$ cat config.mk
export PLATFORM = sky130hd
export DESIGN_NAME = output_buf
export DESIGN_NICKNAME = d
export VERILOG_FILES = /design/src/rtl/output_buf.sv
export SDC_FILE = /design/constraint.sdc
export NUM_CORES = 1
export LEC_CHECK = 0
export BUFFER_PORTS_ARGS = -buffer_cell sky130_fd_sc_hd__buf_2
export CORE_MARGIN = 1
export CORE_UTILIZATION = 40
export CTS_CLUSTER_DIAMETER = 40
export DETAILED_ROUTE_END_ITERATION = 10
export PLACE_DENSITY = 0.67
export SKIP_CTS_REPAIR_TIMING = 1
export SLEW_MARGIN = 20
export SYNTH_ARGS = -nofsm -noshare
export SYNTH_HDL_FRONTEND = slang
export SYNTH_SLANG_ARGS = --single-unit
$ cat constraint.sdc
create_clock -name i_clk -period 3.5 [get_ports i_clk]
set_input_delay 0.175 -clock i_clk [delete_from_list [all_inputs] [get_ports i_clk]]
set_output_delay 0.175 -clock i_clk [all_outputs]
set_load 0.01 [all_outputs]
$ cat src/rtl/output_buf.sv
// Memory-mapped output bank: LED and HEX registers, an LCD command register
// driving a timed enable-pulse sequencer, and combinational read-back.
module output_buf #(
    parameter int LCD_SETUP = 2,
    parameter int LCD_PULSE = 4,
    parameter int LCD_HOLD  = 2
) (
    input  logic        i_clk,
    input  logic        i_rst,
    input  logic        i_wr_en,
    input  logic [7:0]  i_addr,
    input  logic [31:0] i_st_data,
    input  logic [3:0]  i_bmask,
    output logic [31:0] o_ld_data,
    output logic [16:0] o_io_ledr,
    output logic [7:0]  o_io_ledg,
    output logic [6:0]  o_io_hex0,
    output logic [6:0]  o_io_hex1,
    output logic [6:0]  o_io_hex2,
    output logic [6:0]  o_io_hex3,
    output logic [6:0]  o_io_hex4,
    output logic [6:0]  o_io_hex5,
    output logic [6:0]  o_io_hex6,
    output logic [6:0]  o_io_hex7,
    output logic [7:0]  o_lcd_data,
    output logic        o_lcd_rs,
    output logic        o_lcd_rw,
    output logic        o_lcd_en,
    output logic        o_lcd_on
);

    typedef enum logic [1:0] {
        S_IDLE,
        S_SETUP,
        S_PULSE,
        S_HOLD
    } state_t;

    state_t      r_state;
    logic [15:0] r_cnt;
    logic [16:0] r_ledr;
    logic [7:0]  r_ledg;
    logic [6:0]  r_hex [8];
    logic [7:0]  r_lcd_data;
    logic        r_lcd_rs;
    logic        r_lcd_en;
    logic        r_lcd_on;
    logic        r_overrun;

    logic [5:0]  w_word;
    logic        w_sel_ledr;
    logic        w_sel_ledg;
    logic        w_sel_hex_lo;
    logic        w_sel_hex_hi;
    logic        w_sel_cmd;
    logic        w_sel_stat;
    logic        w_trigger;
    logic        w_busy;
    logic        w_unused;

    assign w_word       = i_addr[7:2];
    assign w_sel_ledr   = (w_word == 6'h00);
    assign w_sel_ledg   = (w_word == 6'h04);
    assign w_sel_hex_lo = (w_word == 6'h08);
    assign w_sel_hex_hi = (w_word == 6'h09);
    assign w_sel_cmd    = (w_word == 6'h0C);
    assign w_sel_stat   = (w_word == 6'h0D);
    assign w_trigger    = i_wr_en & w_sel_cmd & i_bmask[0];
    assign w_busy       = (r_state != S_IDLE);
    assign w_unused     = ^{i_addr[1:0], i_st_data[23], i_st_data[15], i_st_data[7]};

    always_ff @(posedge i_clk) begin
        if (i_rst) begin
            r_ledr <= '0;
            r_ledg <= '0;
            for (int i = 0; i < 8; i++) r_hex[i] <= 7'h7F;
        end else if (i_wr_en) begin
            if (w_sel_ledr) begin
                if (i_bmask[0]) r_ledr[7:0]  <= i_st_data[7:0];
                if (i_bmask[1]) r_ledr[15:8] <= i_st_data[15:8];
                if (i_bmask[2]) r_ledr[16]   <= i_st_data[16];
            end
            if (w_sel_ledg && i_bmask[0]) r_ledg <= i_st_data[7:0];
            for (int i = 0; i < 4; i++) begin
                if (w_sel_hex_lo && i_bmask[i]) r_hex[i]     <= i_st_data[8*i +: 7];
                if (w_sel_hex_hi && i_bmask[i]) r_hex[i + 4] <= i_st_data[8*i +: 7];
            end
        end
    end

    // LCD sequencer; the overrun set is written last so it beats a same-cycle clear.
    always_ff @(posedge i_clk) begin
        if (i_rst) begin
            r_state    <= S_IDLE;
            r_cnt      <= '0;
            r_lcd_data <= '0;
            r_lcd_rs   <= 1'b0;
            r_lcd_en   <= 1'b0;
            r_lcd_on   <= 1'b0;
            r_overrun  <= 1'b0;
        end else begin
            if (i_wr_en && w_sel_cmd && i_bmask[3]) r_lcd_on <= i_st_data[31];
            if (i_wr_en && w_sel_stat && i_bmask[0] && i_st_data[1]) r_overrun <= 1'b0;
            if (w_trigger && w_busy) r_overrun <= 1'b1;

            case (r_state)
                S_IDLE: begin
                    if (w_trigger) begin
                        r_lcd_data <= i_st_data[7:0];
                        r_lcd_rs   <= i_st_data[8];
                        r_cnt      <= 16'(LCD_SETUP);
                        r_state    <= S_SETUP;
                    end
                end
                S_SETUP: begin
                    if (r_cnt == 16'd1) begin
                        r_cnt    <= 16'(LCD_PULSE);
                        r_lcd_en <= 1'b1;
                        r_state  <= S_PULSE;
                    end else begin
                        r_cnt <= r_cnt - 16'd1;
                    end
                end
                S_PULSE: begin
                    if (r_cnt == 16'd1) begin
                        r_cnt    <= 16'(LCD_HOLD);
                        r_lcd_en <= 1'b0;
                        r_state  <= S_HOLD;
                    end else begin
                        r_cnt <= r_cnt - 16'd1;
                    end
                end
                S_HOLD: begin
                    if (r_cnt == 16'd1) begin
                        r_state <= S_IDLE;
                    end else begin
                        r_cnt <= r_cnt - 16'd1;
                    end
                end
                default: begin
                    r_state  <= S_IDLE;
                    r_lcd_en <= 1'b0;
                end
            endcase
        end
    end

    always_comb begin
        o_ld_data = '0;
        case (w_word)
            6'h00:   o_ld_data = {15'b0, r_ledr};
            6'h04:   o_ld_data = {24'b0, r_ledg};
            6'h08:   o_ld_data = {1'b0, r_hex[3], 1'b0, r_hex[2], 1'b0, r_hex[1], 1'b0, r_hex[0]};
            6'h09:   o_ld_data = {1'b0, r_hex[7], 1'b0, r_hex[6], 1'b0, r_hex[5], 1'b0, r_hex[4]};
            6'h0C:   o_ld_data = {r_lcd_on, 22'b0, r_lcd_rs, r_lcd_data};
            6'h0D:   o_ld_data = {30'b0, r_overrun, w_busy};
            default: o_ld_data = '0;
        endcase
    end

    assign o_io_ledr  = r_ledr;
    assign o_io_ledg  = r_ledg;
    assign o_io_hex0  = r_hex[0];
    assign o_io_hex1  = r_hex[1];
    assign o_io_hex2  = r_hex[2];
    assign o_io_hex3  = r_hex[3];
    assign o_io_hex4  = r_hex[4];
    assign o_io_hex5  = r_hex[5];
    assign o_io_hex6  = r_hex[6];
    assign o_io_hex7  = r_hex[7];
    assign o_lcd_data = r_lcd_data;
    assign o_lcd_rs   = r_lcd_rs;
    assign o_lcd_rw   = 1'b0;
    assign o_lcd_en   = r_lcd_en;
    assign o_lcd_on   = r_lcd_on;

endmodule

==> results.json <==
{
  "critPathBufInv": 0,
  "p_comb_share_pct": 27.1,
  "rsz0062_at_grt": "no",
  "seq_area_frac_synth_pct": 51.9,
  "diodes": 0,
  "ys_types": 56,
  "drc": 0,
  "arrival_ns": 2.76,
  "avgViaCountPerCell": 5.45,
  "syn_area_um2": 5230,
  "synth_edf_count": 49,
  "start_util_pct": 41.3,
  "cp-start-kind": "flop",
  "status": "complete, no violations",
  "cp-end-kind": "flop",
  "wl_met1_um": 6200,
  "drt-pass1-iter-count": 4,
  "cap_violations": 0,
  "synth_warnings": 0,
  "core_area_um2": 12700,
  "nets": 719,
  "p_per_area_nw_per_um2": 535,
  "relSlewSlack_pct": 34.8,
  "seq_area_um2": 2710,
  "cp.required_ns": 3.77,
  "crit_family": "simple AND/OR/NAND/NOR gates",
  "fin_util_pct": 51.0,
  "clk_path_buf_depth": 2,
  "die-area_um2": 13500,
  "hp-class": "input port to flop",
  "route.met2.wl_um": 7310,
  "finClkSkew_ns": 0.00837,
  "rows": 41,
  "io_buffers": 166,
  "sw_frac_of_total_pct": 32.8,
  "switching_power_uw": 1140,
  "setup-tns-final_ns": 0,
  "clk_latency_ns": 0.35,
  "synth_ff_type": "dfxtp_1",
  "postSynth.asyncResetShare_pct": 0,
  "grt_max_degree": 36,
  "dr_total_vias": 4591,
  "cp_max_fo": 15,
  "drive_above_1_share_pct": 37.1,
  "ys_ff_latch": 111,
  "gp_congestion": 0.802,
  "final_cell_mix": "buf_2 (166), nand2_1 (65), dfxtp_1 (62)",
  "final_common_cell": "buf_2",
  "ant_nets": 0,
  "grt_pass1_wl_um": 22100,
  "max_stage_delay_ns": 0.62,
  "drv_slew": 0,
  "synth_cells": 510,
  "fmax_ghz": 0.402,
  "setup_violations": 0,
  "cts-root-buf": "clkbuf_16",
  "hold_violations": 0,
  "wl_met3_um": 890,
  "power_leakage_uw": 0.00269,
  "grt_use_total_pct": 21.5,
  "area_delta_synth_final_pct": 23.6,
  "multi_input_area_um2": 2350,
  "grt_overflow_total": 0,
  "fin_crit_ns": 2.49,
  "antenna_found_initial": 0,
  "grt_pass1_vias": 4182,
  "io-pin-count": 172,
  "htreeDepth": 3,
  "cp_cell_sequence": "or4_1 > and4b_1 > a21o_2 > o21bai_2 > a21oi_1",
  "dieHeight_um": 116,
  "clk_pin_slew_worst_paths_ns": 0.08,
  "drt-total-wl_um": 14600,
  "p_seq_share_pct": 45.2,
  "wire_per_inst_um": 17.4,
  "cts.sinks": 111,
  "finalCritPeriodShare_pct": 71.1,
  "syn_avg_cell_area_um2": 10.3,
  "vdd_drop_max_v": 0.000298,
  "fillers": 1179,
  "cts_tree": "done",
  "timing.hold.ws_ns": 0.0435,
  "dp_hpwl_um": 10300,
  "clkPwrFrac_pct": 27.7,
  "highest_layer": "met4",
  "worst_pin_slew_ns": 0.970,
  "path_class": "flop to flop",
  "fp.dieW_um": 116,
  "drtIter0Drc": 196,
  "slowest_stage": "and4b_1",
  "numCtsBuffers": 9,
  "internal_power_uw": 2320
}
[power by group through the flow]
stage,Sequential (uW),Combinational (uW),Clock (uW)
global placement,1580,894,0
CTS,1560,935,971
global route,1580,1040,1030
detailed placement,1590,925,0
finish,1560,939,958
floorplan,1580,708,0
[sequential cells by signal (all words and copies together), names as in the netlist]
signal,flops
r_hex,56
o_lcd_en,1
o_io_ledr,17
r_cnt,16
r_overrun,1
r_state,2
o_lcd_rs,1
o_lcd_data,8
o_io_ledg,8
o_lcd_on,1
[cell usage after synthesis (2+ instances only)]
library cell,instances,share of area [%]
a211o_1,9,1.5
dfxtp_1,62,24
mux2i_1,20,3.8
nor3_1,4,0.38
nor4_4,2,0.81
a31o_2,5,0.84
clkbuf_1,15,1.1
nor2b_1,9,1.1
mux2_2,7,1.5
nor3_2,2,0.38
o21ai_0,10,0.96
nor4_2,3,0.72
ha_1,6,1.4
and3_1,2,0.24
a22oi_1,8,1.1
or3_1,5,0.60
buf_4,2,0.29
nand4_1,4,0.48
and2_1,3,0.36
nand3_1,9,0.86
or4_1,6,0.86
or4b_1,2,0.38
a21o_1,2,0.29
nor2_1,35,2.5
a21oi_1,35,3.4
buf_2,11,1.1
inv_1,7,0.50
a32oi_1,3,0.50
xnor2_1,6,1.0
nand2_1,65,4.7
o31ai_1,6,0.86
a211oi_1,5,0.72
edfxtp_1,49,28
or2_2,38,4.5
a221o_1,5,0.96
a22o_1,14,2.3
nand2b_1,15,1.8
[through the flow]
step	power (uW)	cell area, um2	std cells	worst slack, ns
global placement	2480	6200	827	1.10
floorplan	2290	5230	511	1.54
CTS	3470	6460	843	1.05
global route	3660	6460	843	0.834
finish	3460	6460	843	1.01
detailed placement	2510	6200	827	1.06
[cell families (layout without fill, tap and decap cells)]
family / after synthesis / in the layout / share of synthesized area (%)
buffers and inverters: 37 / 197 / 3.21
adders and majority gates: 6 / 6 / 1.44
muxes: 27 / 27 / 5.34
other: 1 / 2 / 0.0717
AOI/OAI and AO/OA: 111 / 111 / 15.1
xor gates and xnor gates: 7 / 7 / 1.17
DFF: 111 / 111 / 51.9
and+or+nand+nor: 210 / 210 / 21.8
[final timing paths]
kind	start	end	slack [ns]	cells after the start
worst max-delay path	r_cnt[11]$_SDFFE_PP0P_	r_cnt[15]$_SDFFE_PP0P_	1.01	5
worst min-delay path	i_st_data[19]	r_hex[1][17]$_SDFFE_PP1P_	0.04	2
worst max register to register	r_cnt[11]$_SDFFE_PP0P_	r_cnt[15]$_SDFFE_PP0P_	1.01	5
worst min register to register	r_cnt[10]$_SDFFE_PP0P_	r_cnt[10]$_SDFFE_PP0P_	0.48	2
[layer usage]
| metal | global-route usage, % | up-vias |
|---|---|---|
| met3 | 4.88 | 19 |
| li1 | - | 2159 |
| met5 | 0 | - |
| met2 | 36.3 | 173 |
| met4 | 7.18 | 0 |
| met1 | 27.2 | 2240 |
[layout make-up]
class	instances	share of cell area, %
Timing Repair Buffer	174	13.8
Sequential cell	111	42.0
Clock buffer	12	3.66
Clock inverter	4	0.484
Inverter	7	0.406
Tap cell	172	3.33
Multi-Input combinational cell	363	36.4
(Power assumes the default switching activity.)
